$ cat src/rtl/approx_seq_mac.sv
// Iterative shift-and-add multiply-accumulate with a saturating accumulator.
// Define APPROX_LSB_EN to make the partial-product adder a lower-part-OR adder.
module approx_seq_mac #(
    parameter int W     = 8,
    parameter int K     = 4,
    parameter int ACC_W = 20
) (
    input  logic             clk,
    input  logic             rst_n,
    input  logic             in_valid,
    output logic             in_ready,
    input  logic [W-1:0]     a,
    input  logic [W-1:0]     b,
    input  logic             in_clr,
    output logic             out_valid,
    input  logic             out_ready,
    output logic [ACC_W-1:0] acc,
    output logic             sat
);

    // Handshake: an input transfer happens on a rising edge where in_valid && in_ready;
    // an output transfer happens on a rising edge where out_valid && out_ready.
    // out_valid, acc and sat hold steady until that output transfer.

    localparam int PW = 2 * W;
    localparam int IW = (W > 1) ? $clog2(W) : 1;

    localparam logic [1:0] S_IDLE = 2'd0;
    localparam logic [1:0] S_MUL  = 2'd1;
    localparam logic [1:0] S_ACC  = 2'd2;
    localparam logic [1:0] S_DONE = 2'd3;

    logic [1:0]       state;
    logic [W-1:0]     a_q;
    logic [W-1:0]     b_q;
    logic             clr_q;
    logic [PW-1:0]    p;
    logic [IW-1:0]    i;

    logic [PW-1:0]    pp;
    logic [PW-1:0]    p_nx;
    logic             carry;

    logic [ACC_W-1:0] acc_base;
    logic [ACC_W:0]   acc_sum;
    logic             acc_ovf;
    logic [ACC_W-1:0] acc_nx;

    function automatic logic fa_sum(input logic x, input logic y, input logic ci);
        return x ^ y ^ ci;
    endfunction

    function automatic logic fa_cout(input logic x, input logic y, input logic ci);
        return (x & y) | (ci & (x ^ y));
    endfunction

    assign in_ready = (state == S_IDLE);

    // Partial product for the current multiplier bit, already aligned to its weight.
    always_comb begin
        pp = '0;
        if (b_q[i]) begin
            pp = {{W{1'b0}}, a_q} << i;
        end
    end

    // Partial-product adder: a ripple of full-adder cells.
    always_comb begin
        p_nx  = '0;
        carry = 1'b0;
        for (int j = 0; j < PW; j++) begin
`ifdef APPROX_LSB_EN
            if (j < K) begin
                p_nx[j] = p[j] | pp[j];
            end else begin
                if (j == K) begin
                    carry = p[K-1] & pp[K-1];
                end
                p_nx[j] = fa_sum(p[j], pp[j], carry);
                carry   = fa_cout(p[j], pp[j], carry);
            end
`else
            p_nx[j] = fa_sum(p[j], pp[j], carry);
            carry   = fa_cout(p[j], pp[j], carry);
`endif
        end
    end

    // Exact accumulate with one guard bit to detect the clamp.
    always_comb begin
        acc_base = clr_q ? '0 : acc;
        acc_sum  = {1'b0, acc_base} + {{(ACC_W + 1 - PW){1'b0}}, p};
        acc_ovf  = acc_sum[ACC_W];
        acc_nx   = acc_ovf ? {ACC_W{1'b1}} : acc_sum[ACC_W-1:0];
    end

    always_ff @(posedge clk or negedge rst_n) begin
        if (!rst_n) begin
            state     <= S_IDLE;
            a_q       <= '0;
            b_q       <= '0;
            clr_q     <= 1'b0;
            p         <= '0;
            i         <= '0;
            acc       <= '0;
            sat       <= 1'b0;
            out_valid <= 1'b0;
        end else begin
            case (state)
                S_IDLE: begin
                    if (in_valid) begin
                        a_q   <= a;
                        b_q   <= b;
                        clr_q <= in_clr;
                        p     <= '0;
                        i     <= '0;
                        state <= S_MUL;
                    end
                end
                S_MUL: begin
                    // Always W steps, zero multiplier bits included, for fixed latency.
                    p <= p_nx;
                    i <= i + 1'b1;
                    if (i == IW'(W - 1)) begin
                        state <= S_ACC;
                    end
                end
                S_ACC: begin
                    acc       <= acc_nx;
                    sat       <= clr_q ? acc_ovf : (sat | acc_ovf);
                    out_valid <= 1'b1;
                    state     <= S_DONE;
                end
                default: begin
                    if (out_ready) begin
                        out_valid <= 1'b0;
                        state     <= S_IDLE;
                    end
                end
            endcase
        end
    end

endmodule
$ cat config.mk
export PLATFORM = sky130hd
export DESIGN_NAME = approx_seq_mac
export DESIGN_NICKNAME = d
export VERILOG_FILES = /design/src/rtl/approx_seq_mac.sv
export SDC_FILE = /design/constraint.sdc
export NUM_CORES = 1
export LEC_CHECK = 0
export ABC_AREA = 1
export BUFFER_PORTS_ARGS = -buffer_cell sky130_fd_sc_hd__buf_2
export CAP_MARGIN = 10
export CORE_AREA = 2 2 103 80
export CTS_BUF_LIST = sky130_fd_sc_hd__clkbuf_8 sky130_fd_sc_hd__clkbuf_16
export DETAILED_ROUTE_END_ITERATION = 7
export DIE_AREA = 0 0 105 82
export PLACE_DENSITY = 0.88
export SLEW_MARGIN = 0
export SYNTH_ARGS = -nofsm -noshare
export SYNTH_HDL_FRONTEND = slang
export SYNTH_SLANG_ARGS = --single-unit
export TNS_END_PERCENT = 10
$ cat constraint.sdc
create_clock -name clk -period 12.9 [get_ports clk]
set_input_delay 0.645 -clock clk [delete_from_list [all_inputs] [get_ports clk]]
set_output_delay 0.645 -clock clk [all_outputs]
set_load 0.02 [all_outputs]
==> results of run 1 <==
## through the flow
step,instances,hold WS (ns),util [%]
finish,740,0.448,64.8
global route,740,0.502,64.8
CTS,740,0.478,64.8
detailed placement,724,0.491,62.1
global placement,724,0.482,62.1
floorplan,591,0.349,-
## final cells by class
cell class                      instances  area (um2)  share of cell area, %
Clock buffer                           10         138                   2.78
Timing Repair Buffer                   45         230                   4.65
Multi-Input combinational cell        418        2510                   50.8
Inverter                               96         368                   7.43
Tap cell                              105         131                   2.65
Sequential cell                        60        1500                   30.3
Clock inverter                          6        70.1                   1.41
## registers in the layout, summed over array words and instances (netlist names)
name       flops
acc           20
clr_q          1
sat            1
out_valid      1
state          2
p             16
a_q            8
i              3
b_q            8
## critical path: cells and delay by family (launching register included)
kind,cells,cell delay [ns]
buf+inv,4,0.53
compound gates,3,0.53
flops,1,0.49
fa+ha+maj,15,5.35
xor+xnor,1,0.14
simple gates,3,0.48
## power groups by stage
stage | clock network [W] | registers, W | logic (W)
2_1_floorplan | 0 | 0.000358 | 0.000464
3_3_place_gp | 0 | 0.000345 | 0.000625
3_5_place_dp | 0 | 0.000350 | 0.000638
4_1_cts | 0.000187 | 0.000346 | 0.000643
5_1_grt | 0.000196 | 0.000359 | 0.000726
6_report | 0.000186 | 0.000347 | 0.000646
## routing by layer
layer	part of all wire (%)	GRT usage [%]
met5	0	0
met4	1.8	9.07
met3	9.0	7.30
met2	41	43.8
met1	48	41.7
## Yosys cell counts (all sizes together)
cell type	n	area, um2
nand2	142	548
inv	95	364
nor2	81	352
dfrtp	60	1500
nand3	40	213
o21ai	29	145
a21oi	25	125
ha	23	288
o22ai	18	131
fa	15	300
mux2	14	158
buf	9	61.3
xor2	9	78.8
clkbuf	8	30.0
nand4	6	58.8
and2	3	18.8
nor3	3	20.0
xnor2	3	26.3
a31oi	1	6.26
clkinv	1	3.75
mux2i	1	10.0
nor4	1	6.26
o211ai	1	7.51
o21bai	1	7.51
o31ai	1	7.51
or2	1	6.26
## cells by family after synthesis
group / after synthesis / synth area share, %
xor gates and xnor gates: 12 / 2.35
muxes: 15 / 3.75
and+or+nand+nor: 277 / 27.3
buffers and inverters: 113 / 10.3
adders and majority gates: 38 / 13.1
DFF: 60 / 33.6
AOI/OAI and AO/OA: 76 / 9.62
## worst max path at each step
stage	start	end	slack (ns)
floorplan	i[1]$_DFFE_PN0P_	p[15]$_DFFE_PN0P_	5.96
global placement	i[0]$_DFFE_PN0P_	p[15]$_DFFE_PN0P_	5.48
detailed placement	i[1]$_DFFE_PN0P_	p[15]$_DFFE_PN0P_	5.30
CTS	i[1]$_DFFE_PN0P_	p[15]$_DFFE_PN0P_	5.26
global route	i[1]$_DFFE_PN0P_	p[15]$_DFFE_PN0P_	4.76
finish	i[1]$_DFFE_PN0P_	p[15]$_DFFE_PN0P_	5.24
==> impl_metrics.xml, run 1 <==
<?xml version="1.0" encoding="UTF-8"?>
<metrics>
  <group name="worst_setup_path">
    <metric name="critical_path.most_common_cell" unit="">sky130_fd_sc_hd__fa_1</metric>
    <metric name="critical_path.slowest_cell" unit="">sky130_fd_sc_hd__dfrtp_1</metric>
    <metric name="worst_ep_required_time" unit="ns">13.14</metric>
    <metric name="rrSetupSlack" unit="ns">5.24</metric>
    <metric name="worst_r2r_path_depth" unit="">26</metric>
    <metric name="critical-path-max-stage-delay" unit="ns">0.49</metric>
    <metric name="crit_path_end_kind" unit="">flip-flop</metric>
    <metric name="worstReg2RegEnd" unit="">p[15]$_DFFE_PN0P_</metric>
    <metric name="startpoint_type" unit="">flip-flop</metric>
    <metric name="critPathMaxFanout" unit="">15</metric>
    <metric name="critical_path.reg2reg.startpoint" unit="">i[1]$_DFFE_PN0P_</metric>
    <metric name="critPathArrivalTime" unit="ns">7.90</metric>
    <metric name="crit_type" unit="">flip-flop to flip-flop</metric>
  </group>
  <group name="clock_tree">
    <metric name="inserted_clock_buffers" unit="">9</metric>
    <metric name="clock_tree.buffer_depth" unit="">2</metric>
    <metric name="cts_root_buffer" unit="">sky130_fd_sc_hd__clkbuf_8</metric>
    <metric name="cts.clk_slew.worst_paths" unit="ns">0.08</metric>
    <metric name="clkLatencyLatePin" unit="ns">0.37</metric>
    <metric name="post_cts_resize_count" unit="">0</metric>
    <metric name="cts_setup_buffers" unit="">0</metric>
    <metric name="post_cts_hold_buffer_count" unit="">0</metric>
    <metric name="clock_tree.htree_level_count" unit="">3</metric>
    <metric name="clock_sinks" unit="">60</metric>
    <metric name="tritoncts" unit="">yes</metric>
  </group>
  <group name="place">
    <metric name="buffer_ports.inserted" unit="">43</metric>
    <metric name="placement.setup.worst_slack" unit="ns">5.30</metric>
    <metric name="dp_hpwl" unit="um">8730</metric>
    <metric name="placed_cell_area" unit="um2">4740</metric>
    <metric name="routabilityCongestion" unit="">0.969</metric>
  </group>
  <group name="timing">
    <metric name="min_period_over_period" unit="%">59.4</metric>
    <metric name="rsz0062_at_grt" unit="">false</metric>
    <metric name="hold_violations" unit="">0</metric>
    <metric name="worst_clock_skew" unit="ns">0.0123</metric>
    <metric name="maxSlewViolCount" unit="">0</metric>
    <metric name="tns" unit="ns">0</metric>
    <metric name="report.final.setup_viol" unit="">0</metric>
    <metric name="timing.max_slew.rel_slack" unit="%">45.7</metric>
    <metric name="worst_pin_slew" unit="ns">0.814</metric>
    <metric name="timing.fmax" unit="GHz">0.131</metric>
    <metric name="finalWorstPathRequiredPeriod" unit="ns">7.66</metric>
    <metric name="final.setup.worst_slack" unit="ns">5.24</metric>
  </group>
  <group name="synth">
    <metric name="synth_nets" unit="">650</metric>
    <metric name="synth.yosys.seq_area_share" unit="%">33.6</metric>
    <metric name="postSynthRegisterBits" unit="">60</metric>
    <metric name="avgSynthCellArea" unit="um2">7.57</metric>
    <metric name="synth_instances" unit="">591</metric>
    <metric name="yosysWarnings" unit="">0</metric>
    <metric name="synth.distinct_cells" unit="">38</metric>
    <metric name="netlist_area" unit="um2">4470</metric>
  </group>
  <group name="job">
    <metric name="maxCapViolations" unit="">0</metric>
  </group>
  <group name="detailed_routing">
    <metric name="routed_wire_length_per_instance" unit="um">15.5</metric>
    <metric name="drt_wl_total" unit="um">11500</metric>
    <metric name="post-route-drc-count" unit="">0</metric>
    <metric name="antenna_left" unit="">0</metric>
    <metric name="vias_per_cell" unit="">5.39</metric>
    <metric name="drt-initial-drc-count" unit="">296</metric>
    <metric name="detail_route.first_pass.iterations" unit="">5</metric>
    <metric name="num_vias" unit="">3990</metric>
  </group>
  <group name="grt">
    <metric name="grt_pass1_vias" unit="">3864</metric>
    <metric name="grt-ovfl-total" unit="">0</metric>
    <metric name="grt_max_degree" unit="">61</metric>
    <metric name="global_route.usage.total" unit="%">29.2</metric>
    <metric name="grt_first_pass_wirelength" unit="um">19100</metric>
    <metric name="grt_antenna_before_repair" unit="">0</metric>
  </group>
  <group name="die">
    <metric name="start_util" unit="%">58.6</metric>
    <metric name="die_area" unit="um2">8610</metric>
    <metric name="die_height" unit="um">82</metric>
    <metric name="dieWidth" unit="um">105</metric>
    <metric name="design.portCount" unit="">44</metric>
    <metric name="fp.coreArea" unit="um2">7640</metric>
    <metric name="placement_row_count" unit="">28</metric>
  </group>
  <group name="worst_hold_path">
    <metric name="hold_path_class" unit="">input pin to asynchronous set/reset pin</metric>
  </group>
  <group name="pwr">
    <metric name="power.internal" unit="W">0.000591</metric>
    <metric name="overall_power_after_layout" unit="W">0.00118</metric>
    <metric name="combinationalPowerShare" unit="%">54.8</metric>
    <metric name="p_seq_share" unit="%">29.5</metric>
    <metric name="power.static_leakage" unit="nW">2.56</metric>
    <metric name="clkPwrFrac" unit="%">15.8</metric>
    <metric name="p_per_area" unit="nW/um2">238</metric>
    <metric name="power_switching_share" unit="%">49.9</metric>
    <metric name="vdd_drop_max" unit="uV">131</metric>
    <metric name="power.switching" unit="W">0.000589</metric>
  </group>
  <group name="finish">
    <metric name="ant_diodes" unit="">0</metric>
    <metric name="design_area" unit="um2">4950</metric>
    <metric name="fill_cells" unit="">715</metric>
    <metric name="number_of_nets_in_the_final_layout" unit="">689</metric>
    <metric name="layout_commonest_cell" unit="">sky130_fd_sc_hd__nand2_1</metric>
    <metric name="flow.area_growth_from_synthesis" unit="%">10.7</metric>
    <metric name="most-common-layout-cells" unit="">136 x sky130_fd_sc_hd__nand2_1, 86 x sky130_fd_sc_hd__inv_1, 64 x sky130_fd_sc_hd__nor2_1, 60 x sky130_fd_sc_hd__dfrtp_1, 43 x sky130_fd_sc_hd__buf_2</metric>
    <metric name="share_of_cells_above_drive_strength_1" unit="%">18.0</metric>
  </group>
  <group name="outcome">
    <metric name="outcome" unit="">completed</metric>
  </group>
</metrics>
No activity file was read; power rests on OpenSTA's default activity.
==> run 2, diff against run 1 <==
--- a/config.mk
+++ b/config.mk
@@ -8,11 +8,11 @@
 export ABC_AREA = 1
 export BUFFER_PORTS_ARGS = -buffer_cell sky130_fd_sc_hd__buf_2
 export CAP_MARGIN = 10
-export CORE_AREA = 2 2 103 80
+export CORE_AREA = 2 2 109 84
 export CTS_BUF_LIST = sky130_fd_sc_hd__clkbuf_8 sky130_fd_sc_hd__clkbuf_16
 export DETAILED_ROUTE_END_ITERATION = 7
-export DIE_AREA = 0 0 105 82
-export PLACE_DENSITY = 0.88
+export DIE_AREA = 0 0 111 86
+export PLACE_DENSITY = 0.83
 export SLEW_MARGIN = 0
 export SYNTH_ARGS = -nofsm -noshare
 export SYNTH_HDL_FRONTEND = slang
==> constraint.sdc (replaced) <==
create_clock -name clk -period 6.54 [get_ports clk]
set_input_delay 0.327 -clock clk [delete_from_list [all_inputs] [get_ports clk]]
set_output_delay 0.327 -clock clk [all_outputs]
set_load 0.02 [all_outputs]
==> impl_metrics.xml, run 2 (synthesis gave the netlist of run 1 again) <==
<?xml version="1.0" encoding="UTF-8"?>
<metrics>
  <group name="finish">
    <metric name="design_area" unit="um2">5170</metric>
    <metric name="layout_commonest_cell" unit="">sky130_fd_sc_hd__nand2_1</metric>
    <metric name="flow.area_growth_from_synthesis" unit="%">15.5</metric>
    <metric name="register_with_the_highest_flop_count" unit="">acc</metric>
    <metric name="largest_reg_flops" unit="">20</metric>
    <metric name="number_of_nets_in_the_final_layout" unit="">698</metric>
    <metric name="ant_diodes" unit="">0</metric>
    <metric name="reg.largest.list" unit="">acc (20), p (16)</metric>
    <metric name="share_of_cells_above_drive_strength_1" unit="%">20.8</metric>
    <metric name="most-common-layout-cells" unit="">136 x sky130_fd_sc_hd__nand2_1, 87 x sky130_fd_sc_hd__inv_1, 64 x sky130_fd_sc_hd__nor2_1, 60 x sky130_fd_sc_hd__dfrtp_1, 43 x sky130_fd_sc_hd__buf_2</metric>
  </group>
  <group name="place">
    <metric name="buffer_ports.inserted" unit="">43</metric>
    <metric name="routabilityCongestion" unit="">0.985</metric>
    <metric name="placed_cell_area" unit="um2">4830</metric>
    <metric name="dp_hpwl" unit="um">8660</metric>
  </group>
  <group name="outcome">
    <metric name="violations" unit="">negative setup slack</metric>
    <metric name="outcome" unit="">finished, violations left</metric>
  </group>
  <group name="clock_tree">
    <metric name="cts_root_buffer" unit="">sky130_fd_sc_hd__clkbuf_16</metric>
    <metric name="inserted_clock_buffers" unit="">9</metric>
    <metric name="clock_tree.htree_level_count" unit="">3</metric>
    <metric name="post_cts_hold_buffer_count" unit="">0</metric>
    <metric name="cts.clk_slew.worst_paths" unit="ns">0.05</metric>
    <metric name="tritoncts" unit="">yes</metric>
    <metric name="clock_sinks" unit="">60</metric>
    <metric name="clkLatencyLatePin" unit="ns">0.34</metric>
    <metric name="clock_tree.buffer_depth" unit="">2</metric>
  </group>
  <group name="worst_setup_path">
    <metric name="critical_path_buf_inv_count" unit="">4</metric>
    <metric name="crit_family" unit="">adder cells</metric>
    <metric name="crit_path_end_kind" unit="">flip-flop</metric>
    <metric name="critPathArrivalTime" unit="ns">6.76</metric>
    <metric name="startpoint_type" unit="">flip-flop</metric>
    <metric name="critical-path-max-stage-delay" unit="ns">0.41</metric>
    <metric name="crit_type" unit="">flip-flop to flip-flop</metric>
    <metric name="critical_path.most_common_cell" unit="">sky130_fd_sc_hd__fa_2</metric>
    <metric name="critical_path.slowest_cell" unit="">sky130_fd_sc_hd__dfrtp_1</metric>
    <metric name="critPathMaxFanout" unit="">4</metric>
    <metric name="worst_ep_required_time" unit="ns">6.74</metric>
  </group>
  <group name="timing">
    <metric name="finalWorstPathRequiredPeriod" unit="ns">6.56</metric>
    <metric name="min_period_over_period" unit="%">100</metric>
    <metric name="timing.max_slew.rel_slack" unit="%">46.1</metric>
    <metric name="timing.fmax" unit="GHz">0.152</metric>
    <metric name="worst_pin_slew" unit="ns">0.808</metric>
    <metric name="final.setup.worst_slack" unit="ns">-0.0198</metric>
    <metric name="report.final.setup_viol" unit="">1</metric>
    <metric name="rsz0062_at_grt" unit="">true</metric>
    <metric name="worst_clock_skew" unit="ns">0.00702</metric>
    <metric name="hold_violations" unit="">0</metric>
    <metric name="final_hold_slack" unit="ns">0.154</metric>
    <metric name="tns" unit="ns">-0.0198</metric>
    <metric name="maxSlewViolCount" unit="">0</metric>
  </group>
  <group name="detailed_routing">
    <metric name="vias_per_cell" unit="">5.41</metric>
    <metric name="num_vias" unit="">4072</metric>
    <metric name="detail_route.first_pass.iterations" unit="">5</metric>
    <metric name="drt-initial-drc-count" unit="">433</metric>
    <metric name="post-route-drc-count" unit="">0</metric>
    <metric name="drt_wl_total" unit="um">11500</metric>
    <metric name="routed_wire_length_per_instance" unit="um">15.3</metric>
    <metric name="antenna_left" unit="">0</metric>
  </group>
  <group name="pwr">
    <metric name="power.static_leakage" unit="nW">2.67</metric>
    <metric name="vdd_drop_max" unit="uV">241</metric>
    <metric name="overall_power_after_layout" unit="W">0.00255</metric>
    <metric name="p_per_area" unit="nW/um2">493</metric>
  </group>
  <group name="grt">
    <metric name="grt_first_pass_wirelength" unit="um">19700</metric>
    <metric name="globalRouteMet2Util" unit="%">39.7</metric>
    <metric name="global_route.usage.total" unit="%">26.4</metric>
    <metric name="grt-ovfl-total" unit="">0</metric>
    <metric name="grt_antenna_before_repair" unit="">1</metric>
    <metric name="grt_max_degree" unit="">61</metric>
    <metric name="busiest_layer" unit="">met2</metric>
    <metric name="grt_use_met3" unit="%">6.78</metric>
    <metric name="grt_pass1_vias" unit="">4049</metric>
    <metric name="grtUsageMet1" unit="%">37.5</metric>
  </group>
  <group name="die">
    <metric name="fp.coreArea" unit="um2">8380</metric>
    <metric name="design.portCount" unit="">44</metric>
    <metric name="die_height" unit="um">86</metric>
    <metric name="start_util" unit="%">53.4</metric>
    <metric name="dieWidth" unit="um">111</metric>
    <metric name="placement_row_count" unit="">29</metric>
    <metric name="die_area" unit="um2">9550</metric>
  </group>
  <group name="worst_hold_path">
    <metric name="hold_path_class" unit="">input pin to asynchronous set/reset pin</metric>
  </group>
  <group name="job">
    <metric name="maxCapViolations" unit="">0</metric>
  </group>
</metrics>
==> run 2: cell count changes in the layout (fill, tap and decap cells not counted), sizes merged <==
cell	delta
bufinv	+1
clkinvlp	+1
buf	+9
clkinv	-2
==> run 2: what timing repair did <==
action / in CTS / in global routing
pin swaps: 2 / 1
setup endpoints to repair: 2 / 2
buffers inserted: 1 / 1
cloned: 0 / 0
resized for setup: 1 / 0
==> run 2: area by class of cell <==
type | instances | area [um2]
sequential | 60 | 1500
clock inverter | 6 | 80.1
tap | 108 | 135
inverter | 96 | 368
timing repair buffer | 54 | 298
fill | 733 | 3210
multi-input combinational | 418 | 2550
clock buffer | 10 | 239
==> run 2: path summary, 6_finish.rpt <==
kind | to | startpoint | cells after the start | slack [ns]
setup / recovery | p[15]$_DFFE_PN0P_ | i[0]$_DFFE_PN0P_ | 26 | -0.02
max in group asynchronous | acc[16]$_DFFE_PN0P_ | rst_n | 2 | 5.87
hold reg to reg | out_valid$_DFFE_PN0P_ | out_valid$_DFFE_PN0P_ | 2 | 0.50
setup reg to reg | p[15]$_DFFE_PN0P_ | i[0]$_DFFE_PN0P_ | 26 | -0.02
min in group clk | a_q[6]$_DFFE_PN0P_ | a[6] | 2 | 0.22
hold / removal | p[4]$_DFFE_PN0P_ | rst_n | 2 | 0.15
==> run 2: stage by stage <==
step           worst slack [ns]  util [%]  instances
2_1_floorplan            0.0143         -        591
6_report                -0.0198      61.7        752
5_1_grt                  -0.333      61.7        752
3_3_place_gp          -0.000673      57.6        734
3_5_place_dp             -0.123      57.6        734
4_1_cts                 -0.0258      61.6        751
==> run 2: report_power, final <==
part	total [W]	leakage (nW)	internal, W	switching (W)
Combinational	0.00137	1.76	0.000491	0.000881
Sequential	0.000667	0.740	0.000530	0.000137
Clock	0.000511	0.161	0.000340	0.000171
==> run 2: metal layers <==
metal / vias to the layer above / share of wire, %
li1: 1974 / -
met1: 1879 / 46
met2: 188 / 42
met3: 29 / 9.7
met4: 2 / 2.3
met5: - / 0.11
==> run 3, diff against run 2 <==
--- a/config.mk
+++ b/config.mk
@@ -13,8 +13,9 @@
 export DETAILED_ROUTE_END_ITERATION = 7
 export DIE_AREA = 0 0 111 86
 export PLACE_DENSITY = 0.83
+export SKIP_CTS_REPAIR_TIMING = 1
 export SLEW_MARGIN = 0
 export SYNTH_ARGS = -nofsm -noshare
 export SYNTH_HDL_FRONTEND = slang
 export SYNTH_SLANG_ARGS = --single-unit
-export TNS_END_PERCENT = 10
+export TNS_END_PERCENT = 20
==> impl_metrics.xml, run 3 (synthesis gave the netlist of run 1 again) <==
<?xml version="1.0" encoding="UTF-8"?>
<metrics>
  <group name="outcome">
    <metric name="outcome" unit="">completed</metric>
  </group>
  <group name="detailed_routing">
    <metric name="post-route-drc-count" unit="">0</metric>
    <metric name="drt-initial-drc-count" unit="">403</metric>
    <metric name="num_vias" unit="">4039</metric>
    <metric name="vias_per_cell" unit="">5.39</metric>
    <metric name="drt_wl_total" unit="um">11600</metric>
    <metric name="routed_wire_length_per_instance" unit="um">15.4</metric>
    <metric name="detail_route.first_pass.iterations" unit="">5</metric>
    <metric name="antenna_left" unit="">0</metric>
  </group>
  <group name="pwr">
    <metric name="power.internal" unit="W">0.00136</metric>
    <metric name="power_switching_share" unit="%">46.9</metric>
    <metric name="vdd_drop_max" unit="uV">246</metric>
    <metric name="p_per_area" unit="nW/um2">493</metric>
    <metric name="combinationalPowerShare" unit="%">53.9</metric>
    <metric name="power.switching" unit="W">0.00120</metric>
    <metric name="power.static_leakage" unit="nW">2.66</metric>
    <metric name="clkPwrFrac" unit="%">19.9</metric>
    <metric name="p_seq_share" unit="%">26.2</metric>
  </group>
  <group name="worst_hold_path">
    <metric name="hold_path_class" unit="">input pin to asynchronous set/reset pin</metric>
  </group>
  <group name="die">
    <metric name="dieWidth" unit="um">111</metric>
    <metric name="die_area" unit="um2">9550</metric>
    <metric name="placement_row_count" unit="">29</metric>
    <metric name="design.portCount" unit="">44</metric>
    <metric name="start_util" unit="%">53.4</metric>
    <metric name="die_height" unit="um">86</metric>
    <metric name="fp.coreArea" unit="um2">8380</metric>
  </group>
  <group name="place">
    <metric name="routabilityCongestion" unit="">0.985</metric>
    <metric name="placed_cells_incl_taps" unit="">734</metric>
    <metric name="dp_hpwl" unit="um">8660</metric>
    <metric name="buffer_ports.inserted" unit="">43</metric>
  </group>
  <group name="timing">
    <metric name="maxSlewViolCount" unit="">0</metric>
    <metric name="timing.max_slew.rel_slack" unit="%">44.6</metric>
    <metric name="min_period_over_period" unit="%">98.6</metric>
    <metric name="report.final.setup_viol" unit="">0</metric>
    <metric name="worst_pin_slew" unit="ns">0.831</metric>
    <metric name="rsz0062_at_grt" unit="">true</metric>
    <metric name="hold_violations" unit="">0</metric>
    <metric name="finalWorstPathRequiredPeriod" unit="ns">6.45</metric>
    <metric name="tns" unit="ns">0</metric>
    <metric name="worst_clock_skew" unit="ns">0.00722</metric>
    <metric name="timing.fmax" unit="GHz">0.155</metric>
  </group>
  <group name="grt">
    <metric name="grt_antenna_before_repair" unit="">1</metric>
    <metric name="grt_first_pass_wirelength" unit="um">19600</metric>
    <metric name="global_route.usage.total" unit="%">26.2</metric>
    <metric name="grt-ovfl-total" unit="">0</metric>
    <metric name="grt_max_degree" unit="">61</metric>
    <metric name="grt_pass1_vias" unit="">4033</metric>
  </group>
  <group name="finish">
    <metric name="share_of_cells_above_drive_strength_1" unit="%">21.7</metric>
    <metric name="number_of_nets_in_the_final_layout" unit="">696</metric>
    <metric name="fill_cells" unit="">730</metric>
    <metric name="most-common-layout-cells" unit="">135 x sky130_fd_sc_hd__nand2_1, 87 x sky130_fd_sc_hd__inv_1, 63 x sky130_fd_sc_hd__nor2_1, 60 x sky130_fd_sc_hd__dfrtp_1, 43 x sky130_fd_sc_hd__buf_2</metric>
    <metric name="reg.largest.list" unit="">acc (20), p (16)</metric>
    <metric name="layout_commonest_cell" unit="">sky130_fd_sc_hd__nand2_1</metric>
    <metric name="ant_diodes" unit="">0</metric>
    <metric name="final_cells" unit="">750</metric>
    <metric name="register_with_the_highest_flop_count" unit="">acc</metric>
    <metric name="flow.area_growth_from_synthesis" unit="%">15.8</metric>
    <metric name="largest_reg_flops" unit="">20</metric>
  </group>
  <group name="job">
    <metric name="maxCapViolations" unit="">0</metric>
  </group>
  <group name="clock_tree">
    <metric name="tritoncts" unit="">yes</metric>
    <metric name="clock_tree.htree_level_count" unit="">3</metric>
    <metric name="cts.clk_slew.worst_paths" unit="ns">0.05</metric>
    <metric name="clock_sinks" unit="">60</metric>
    <metric name="clkLatencyLatePin" unit="ns">0.34</metric>
    <metric name="cts_root_buffer" unit="">sky130_fd_sc_hd__clkbuf_16</metric>
    <metric name="inserted_clock_buffers" unit="">9</metric>
    <metric name="clock_tree.buffer_depth" unit="">2</metric>
  </group>
  <group name="worst_setup_path">
    <metric name="critical_path.most_common_cell" unit="">sky130_fd_sc_hd__fa_2</metric>
    <metric name="critical-path-max-stage-delay" unit="ns">0.41</metric>
    <metric name="startpoint_type" unit="">flip-flop</metric>
    <metric name="rrSetupSlack" unit="ns">0.09</metric>
    <metric name="critPathMaxFanout" unit="">4</metric>
    <metric name="critical_path.reg2reg.startpoint" unit="">i[0]$_DFFE_PN0P_</metric>
    <metric name="worst_ep_required_time" unit="ns">6.74</metric>
    <metric name="critPathArrivalTime" unit="ns">6.65</metric>
    <metric name="crit_type" unit="">flip-flop to flip-flop</metric>
    <metric name="crit_path_end_kind" unit="">flip-flop</metric>
    <metric name="worstReg2RegEnd" unit="">p[15]$_DFFE_PN0P_</metric>
    <metric name="worst_r2r_path_depth" unit="">26</metric>
    <metric name="critical_path.slowest_cell" unit="">sky130_fd_sc_hd__dfrtp_1</metric>
  </group>
</metrics>
## run 3: cell type report
type | count | area [um2] | area share (%)
Multi-Input combinational cell | 418 | 2570 | 49.7
Timing Repair Buffer | 52 | 283 | 5.46
Sequential cell | 60 | 1500 | 29.0
Clock inverter | 6 | 80.1 | 1.55
Inverter | 96 | 368 | 7.10
Clock buffer | 10 | 239 | 4.61
Tap cell | 108 | 135 | 2.61
## run 3: worst max-delay path: cells and delay by family, from the launching register on
| kind | cells | cell delay, ns |
|---|---|---|
| fa+ha+maj | 15 | 4.82 |
| simple gates | 4 | 0.42 |
| flops | 1 | 0.41 |
| buf+inv | 4 | 0.25 |
| compound gates | 2 | 0.25 |
| xor+xnor | 1 | 0.13 |
## run 3: power groups by stage
stage / sequential (W) / clock, W / combinational [W]
after floorplan: 0.000706 / 0 / 0.000926
after global placement: 0.000659 / 0 / 0.00129
after detailed placement: 0.000670 / 0 / 0.00133
after CTS: 0.000666 / 0.000519 / 0.00134
after global routing: 0.000691 / 0.000534 / 0.00153
final: 0.000668 / 0.000509 / 0.00138
## run 3: how the worst max path moves through the flow
stage,cells past startpoint,endpoint,slack [ns],start
finish,26,p[15]$_DFFE_PN0P_,0.09,i[0]$_DFFE_PN0P_
global route,26,p[15]$_DFFE_PN0P_,-0.08,i[0]$_DFFE_PN0P_
detailed placement,26,p[15]$_DFFE_PN0P_,-0.12,i[0]$_DFFE_PN0P_
global placement,26,p[15]$_DFFE_PN0P_,-0.0007,i[0]$_DFFE_PN0P_
floorplan,27,p[15]$_DFFE_PN0P_,0.01,i[1]$_DFFE_PN0P_
CTS,26,p[15]$_DFFE_PN0P_,-0.17,i[0]$_DFFE_PN0P_
## run 3: layer usage
layer / up-vias / global-route usage, % / part of all wire [%]
li1: 1969 / - / -
met1: 1861 / 37.5 / 47
met2: 179 / 39.1 / 42
met3: 28 / 6.78 / 9.2
met4: 2 / 8.75 / 2.4
met5: - / 0 / 0.11
## run 3: through the flow
step	util (%)	instance area (um2)	power, W	hold slack (ns)	worst slack (ns)
global placement	57.6	4830	0.00195	0.485	-0.000673
detailed placement	57.6	4830	0.00200	0.489	-0.123
global route	61.8	5180	0.00275	0.220	-0.0795
CTS	61.4	5150	0.00253	0.202	-0.171
finish	61.8	5180	0.00255	0.158	0.0931
floorplan	-	4510	0.00163	0.0314	0.0143
